===== config.mk =====
export PLATFORM = sky130hd
export DESIGN_NAME = aurora_nfc_tx_throttle
export DESIGN_NICKNAME = d
export VERILOG_FILES = /design/src/rtl/aurora_nfc_tx_throttle_pkg.sv /design/src/rtl/aurora_nfc_tx_throttle_axis_reg_slice.sv /design/src/rtl/aurora_nfc_tx_throttle.sv
export SDC_FILE = /design/constraint.sdc
export NUM_CORES = 1
export LEC_CHECK = 0
export CAP_MARGIN = 20
export CORE_MARGIN = 5
export CORE_UTILIZATION = 45
export CTS_CLUSTER_SIZE = 40
export DETAILED_ROUTE_END_ITERATION = 8
export GPL_TIMING_DRIVEN = 1
export PLACE_DENSITY_LB_ADDON = 0.2
export SYNTH_ARGS = -nofsm -noshare
export SYNTH_HDL_FRONTEND = slang
export SYNTH_HIERARCHICAL = 1
export SYNTH_SLANG_ARGS = --single-unit

===== constraint.sdc =====
create_clock -name clk -period 2.4 [get_ports clk]
set_input_delay 0.36 -clock clk [delete_from_list [all_inputs] [get_ports clk]]
set_output_delay 0.36 -clock clk [all_outputs]
set_load 0.05 [all_outputs]

===== src/rtl/aurora_nfc_tx_throttle_pkg.sv =====
// Shared types for the Aurora NFC TX throttle.
// Stream structs, NFC message constants and the throttle state enum.
package aurora_nfc_tx_throttle_pkg;

  localparam int AXIS_DATA_WIDTH = 64;

  localparam logic [15:0] NFC_XON = 16'h0000;
  localparam logic [15:0] NFC_XOFF = 16'h0010;
  localparam int NFC_XOFF_BIT = 4;

  typedef struct packed {
    logic [AXIS_DATA_WIDTH-1:0] data;
  } axis_payload_t;

  typedef struct packed {
    logic          tvalid;
    axis_payload_t t;
  } axis_req_t;

  typedef struct packed {
    logic tready;
  } axis_resp_t;

  typedef enum logic [1:0] {
    RUN,
    PAUSE,
    XOFF
  } nfc_state_e;

  typedef enum logic [1:0] {
    MSG_IGN,
    MSG_XON,
    MSG_XOFF,
    MSG_PAUSE
  } nfc_msg_e;

  function automatic nfc_msg_e decode_msg(
    input logic [15:0] msg
  );
    nfc_msg_e kind;
    kind = MSG_IGN;
    unique case (1'b1)
      (msg == NFC_XON):    kind = MSG_XON;
      msg[NFC_XOFF_BIT]:   kind = MSG_XOFF;
      (msg[15:8] != 8'd0): kind = MSG_PAUSE;
      default:             kind = MSG_IGN;
    endcase
    return kind;
  endfunction

endpackage


===== src/rtl/aurora_nfc_tx_throttle_axis_reg_slice.sv =====
// One-deep AXI-Stream output register with an acceptance gate.
// The gate only blocks new beats; a presented beat always completes.
module axis_reg_slice #(
  parameter type req_t  = logic,
  parameter type resp_t = logic,
  parameter int  DataWidth = 64
) (
  input  logic  clk,
  input  logic  reset_n,
  input  logic  gate,
  input  req_t  s_req,
  output resp_t s_resp,
  output req_t  m_req,
  input  resp_t m_resp
);

  logic                 valid_q;
  logic [DataWidth-1:0] data_q;
  logic                 ready;

  assign ready = gate && (!valid_q || m_resp.tready);

  always_comb begin
    s_resp = '0;
    s_resp.tready = ready;
    m_req = '0;
    m_req.tvalid = valid_q;
    m_req.t.data = data_q;
  end

  always_ff @(posedge clk or negedge reset_n) begin
    if (!reset_n) begin
      valid_q <= 1'b0;
      data_q  <= '0;
    end else if (ready) begin
      valid_q <= s_req.tvalid;
      if (s_req.tvalid) data_q <= s_req.t.data;
    end else if (m_resp.tready) begin
      valid_q <= 1'b0;
    end
  end

endmodule


===== src/rtl/aurora_nfc_tx_throttle.sv =====
// Aurora NFC TX throttle: pauses the TX stream on XOFF/PAUSE messages.
// Optional NFC_THROTTLE_STATS_EN adds pause_cycles and nfc_msg_count.
module aurora_nfc_tx_throttle
  import aurora_nfc_tx_throttle_pkg::*;
#(
  parameter type axis_req_t  =
    aurora_nfc_tx_throttle_pkg::axis_req_t,
  parameter type axis_resp_t =
    aurora_nfc_tx_throttle_pkg::axis_resp_t,
  parameter int DataWidth = 64,
  parameter int TimeoutWidth = 16,
  parameter logic [TimeoutWidth-1:0] XoffTimeout = '1
) (
  input  logic        clk,
  input  logic        reset_n,
  input  axis_req_t   s_axis_req,
  output axis_resp_t  s_axis_resp,
  output axis_req_t   m_axis_req,
  input  axis_resp_t  m_axis_resp,
  input  logic        nfc_rx_tvalid,
  input  logic [15:0] nfc_rx_tdata,
  output logic        tx_paused,
  output logic        xoff_timeout
`ifdef NFC_THROTTLE_STATS_EN
  ,
  output logic [31:0] pause_cycles,
  output logic [15:0] nfc_msg_count
`endif
);

  nfc_state_e state;
  nfc_msg_e   msg;
  logic [7:0] pcnt;
  logic [TimeoutWidth-1:0] wdog;
  logic [TimeoutWidth-1:0] wdog_inc;
  logic       timed_out;
  logic       gate;

  assign msg = nfc_rx_tvalid ? decode_msg(nfc_rx_tdata)
                             : MSG_IGN;
  assign wdog_inc = (&wdog) ? wdog : wdog + 1'b1;
  assign timed_out = (XoffTimeout != '0) &&
                     (wdog_inc >= XoffTimeout);

  // gate mirrors (state == RUN) but stays shut while in reset
  always_ff @(posedge clk or negedge reset_n) begin
    if (!reset_n) begin
      state        <= RUN;
      pcnt         <= '0;
      wdog         <= '0;
      gate         <= 1'b0;
      tx_paused    <= 1'b0;
      xoff_timeout <= 1'b0;
    end else begin
      xoff_timeout <= 1'b0;
      unique case (msg)
        MSG_XON: begin
          state     <= RUN;
          gate      <= 1'b1;
          tx_paused <= 1'b0;
        end
        MSG_XOFF: begin
          state     <= XOFF;
          wdog      <= '0;
          gate      <= 1'b0;
          tx_paused <= 1'b1;
        end
        MSG_PAUSE: begin
          state     <= PAUSE;
          pcnt      <= nfc_rx_tdata[15:8];
          gate      <= 1'b0;
          tx_paused <= 1'b1;
        end
        default: begin
          unique case (state)
            PAUSE: begin
              pcnt <= pcnt - 8'd1;
              if (pcnt == 8'd1) begin
                state     <= RUN;
                gate      <= 1'b1;
                tx_paused <= 1'b0;
              end
            end
            XOFF: begin
              wdog <= wdog_inc;
              if (timed_out) begin
                state        <= RUN;
                gate         <= 1'b1;
                tx_paused    <= 1'b0;
                xoff_timeout <= 1'b1;
              end
            end
            default: begin
              state     <= RUN;
              gate      <= 1'b1;
              tx_paused <= 1'b0;
            end
          endcase
        end
      endcase
    end
  end

`ifdef NFC_THROTTLE_STATS_EN
  always_ff @(posedge clk or negedge reset_n) begin
    if (!reset_n) begin
      pause_cycles  <= '0;
      nfc_msg_count <= '0;
    end else begin
      if (tx_paused && s_axis_req.tvalid &&
          (pause_cycles != '1))
        pause_cycles <= pause_cycles + 32'd1;
      if (msg != MSG_IGN)
        nfc_msg_count <= nfc_msg_count + 16'd1;
    end
  end
`endif

  axis_reg_slice #(
    .req_t     (axis_req_t),
    .resp_t    (axis_resp_t),
    .DataWidth (DataWidth)
  ) u_slice (
    .clk     (clk),
    .reset_n (reset_n),
    .gate    (gate),
    .s_req   (s_axis_req),
    .s_resp  (s_axis_resp),
    .m_req   (m_axis_req),
    .m_resp  (m_axis_resp)
  );

endmodule

==> flow_metrics.py <==
metrics = {
    "status": {
        "status": "finished clean",
    },
    "logic_synthesis": {
        "ys_warn_count": 6,
        "synth_nets": 485,
        "ys_types": 60,
        "async_flop_share_pct": 100.0,
        "postSynthCellCount": 392,
        "synth_area_per_cell_um2": 12.39,
        "synth_area_um2": 4856,
        "synth-main-ff-cell": "dfrtp_1",
        "ys_seq_area_share_pct": 48.44,
        "synth_edf_count": 0,
        "synth.ff_latch_count": 94,
    },
    "pwr": {
        "power.total_mw": 6.530,
        "clkPwrFrac_pct": 17.3,
        "p_sw_mw": 2.649,
        "ir_worst_vdd_v": 0.0005324,
        "powerDensity_nw_per_um2": 951.3,
        "swShare_pct": 40.56,
        "power_leakage_nw": 2.922,
        "p_int_mw": 3.881,
        "p_comb_share_pct": 47.8,
        "seqPwrFrac_pct": 34.9,
    },
    "finish": {
        "area_delta_synth_final_pct": 41.36,
        "drive_above_1_share_pct": 24.08,
        "stdcell_area_um2": 6864,
        "layout.nets": 657,
        "antenna_cells": 0,
        "final_cells": 709,
    },
    "worst_setup_path": {
        "cp.arrival_ns": 2.56,
        "reg2reg_from": "wdog[11]",
        "criticalPathCategory": "input pin to register",
        "cp-start-kind": "input pin",
        "cp_max_fo": 4,
        "startpoint": "nfc_rx_tdata[7]",
        "required_ns": 2.68,
        "end_kind": "register",
    },
    "grt": {
        "antenna_found_initial": 0,
        "overflow": 0,
        "grt_pass1_wl_um": 19420,
        "groute.usage.overall_pct": 18.70,
        "grt_max_degree": 72,
        "grt_pass1_vias": 3726,
    },
    "floorplan": {
        "ios": 153,
        "core-area_um2": 10700,
        "die_h_um": 113.9,
        "start_util_pct": 45.39,
        "die-area_um2": 12970,
        "die_w_um": 113.9,
        "rows": 38,
    },
    "sta": {
        "maxClockFrequency_mhz": 439.4,
        "worst_pin_slew_ns": 0.5732,
        "finalMaxSlewViolations": 0,
        "fin_skew_ns": 0.01426,
        "min_period_ns": 2.276,
        "max_slew_margin_pct": 61.67,
        "setup_viol": 0,
        "min_period_over_period_pct": 94.82,
        "final-hold-violation-count": 0,
        "rsz0062_at_grt": "no",
    },
    "drt": {
        "ant_nets": 0,
        "wirelength_um": 11900,
        "remaining_drc_errors": 0,
        "vias_per_cell": 5.121,
        "drtIter0Drc": 173,
        "wl_per_cell_um": 16.78,
        "num_vias": 3631,
        "dr.pass1.iters": 5,
    },
    "place": {
        "placed_area_um2": 6619,
        "dp.cells": 691,
        "dp_hpwl_um": 8941,
        "portBuffers": 152,
        "gp_congestion": 0.8668,
    },
    "clock_network": {
        "clkSlewWorstSetupHoldPaths_ns": 0.10,
        "cts_sinks": 94,
        "cts_max_level": 3,
        "ctsLongestPathBuffers": 2,
        "cts_root_buffer": "clkbuf_8",
        "tritoncts": "done",
        "numCtsBuffers": 9,
        "clock_latency_ns": 0.37,
    },
    "worst_hold_path": {
        "hp-class": "input pin to asynchronous set/reset pin",
    },
    "run": {
        "maxCapViolCount": 0,
    },
}
[area by class of cell]
class | instances | area (µm²)
fillers | 807 | 3834
flip-flops and latches | 94 | 2352
multi-input cells | 268 | 2258
repair buffers | 184 | 1834
well taps | 140 | 175.2
clock buffers | 12 | 165.2
clock inverters | 4 | 52.55
inverters | 7 | 26.28
[critical path: stages]
cell             delay [ns]
clkdlybuf4s50_1        0.40
or4_1                  0.51
nor2_1                 0.12
o21ai_1                0.10
ha_1                   0.33
or2_2                  0.34
nor3_1                 0.18
a21oi_1                0.06
o221ai_1               0.16
[cell usage in the layout (no fill, tap or decap), types with 4 or more instances in the layout]
cell,synthesis,routed
a21oi_1,21,21
buf_12,7,6
buf_4,7,27
clkbuf_8,0,12
clkdlybuf4s50_1,0,150
dfrtp_1,94,94
ha_1,8,8
inv_1,7,7
mux2_2,4,4
mux2_4,60,60
nand2_1,31,31
nand3_1,11,11
nor2_1,26,26
nor3_1,9,9
nor4_1,5,4
o21ai_0,12,10
o22a_1,7,7
o22ai_1,5,5
xnor2_1,4,4
[synthesized netlist by cell type (3+ instances only)]
cell type  count  share of area [%]
o21ai_0       12                1.2
buf_12         7                2.9
a211oi_1       3               0.46
mux2i_1        3               0.62
nand4_1        3               0.39
o31ai_1        3               0.46
inv_1          7               0.54
mux2_2         4               0.93
xnor2_1        4               0.72
nor2_1        26                2.0
and3_1         3               0.39
clkbuf_1       6               0.46
ha_1           8                2.1
dfrtp_1       94                 48
nor4_1         5               0.64
o22a_1         7                1.3
nor3_2         3               0.62
o21ai_1        3               0.31
mux2_4        60                 19
nand2_1       31                2.4
a31oi_1        3               0.39
buf_4          7                1.1
a21oi_1       21                2.2
nor3_1         9               0.93
o22ai_1        5               0.64
nand3_1       11                1.1
[timing repair]
action / in CTS / in global routing
hold endpoints to repair: 23 / 0
hold buffers: 1 / 0
gates resized for setup: 0 / 4
setup buffers: 0 / 1
endpoints found under the setup margin: 0 / 28
[power by group through the flow]
| stage | sequential (mW) | clock (mW) | combinational (mW) |
|---|---|---|---|
| floorplan | 3.40 | 0 | 0.947 |
| global placement | 2.28 | 0 | 3.10 |
| detailed placement | 2.31 | 0 | 3.13 |
| CTS | 2.28 | 1.16 | 3.15 |
| global route | 2.34 | 1.22 | 3.28 |
| finish | 2.28 | 1.13 | 3.12 |
[state kept, by name, indices dropped and copies added, names as in the netlist]
signal	flops
state	2
gate	1
pcnt	8
u_slice/data_q	64
tx_paused	1
xoff_timeout	1
u_slice/valid_q	1
wdog	16
[path summary, 6_finish.rpt]
| check | to | slack [ns] | depth (start not counted) |
|---|---|---|---|
| setup reg to reg | tx_paused | 0.14 | 8 |
| hold / removal | u_slice/data_q[4] | 0.41 | 2 |
| hold reg to reg | u_slice/data_q[58] | 0.51 | 1 |
| setup / recovery | pcnt[7] | 0.12 | 9 |
| max in group asynchronous | xoff_timeout | 1.32 | 3 |
| min in group clk | u_slice/data_q[58] | 0.51 | 1 |
[logic make-up after synthesis]
kind of cell             synth area share [%]
AND/OR/NAND/NOR                         14.22
multiplexers                            20.10
XOR/XNOR                                1.082
flip-flops                              48.44
AO/OA/AOI/OAI                           8.761
adder cells (fa/ha/maj)                 2.061
buffers and inverters                   5.334
[through the flow]
stage          setup WS (ns)  hold slack, ns  TNS [ns]  util (%)
3_5_place_dp         -0.3395          0.2733    -7.129     61.87
2_1_floorplan        0.01263         0.06441         0         -
5_1_grt             0.004586          0.4464         0     64.16
4_1_cts              0.04253          0.4088         0     64.00
6_report              0.1244          0.4136         0     64.16
3_3_place_gp         -0.2664          0.2699    -5.670     61.87
[routing by layer]
layer	global-route usage [%]	routed length, µm	vias to the layer above
li1	-	-	1749
met1	25.69	5355	1737
met2	29.52	5491	139
met3	4.828	969	6
met4	5.226	80	0
met5	0	0	-
No activity file was read; power rests on OpenSTA's default activity.
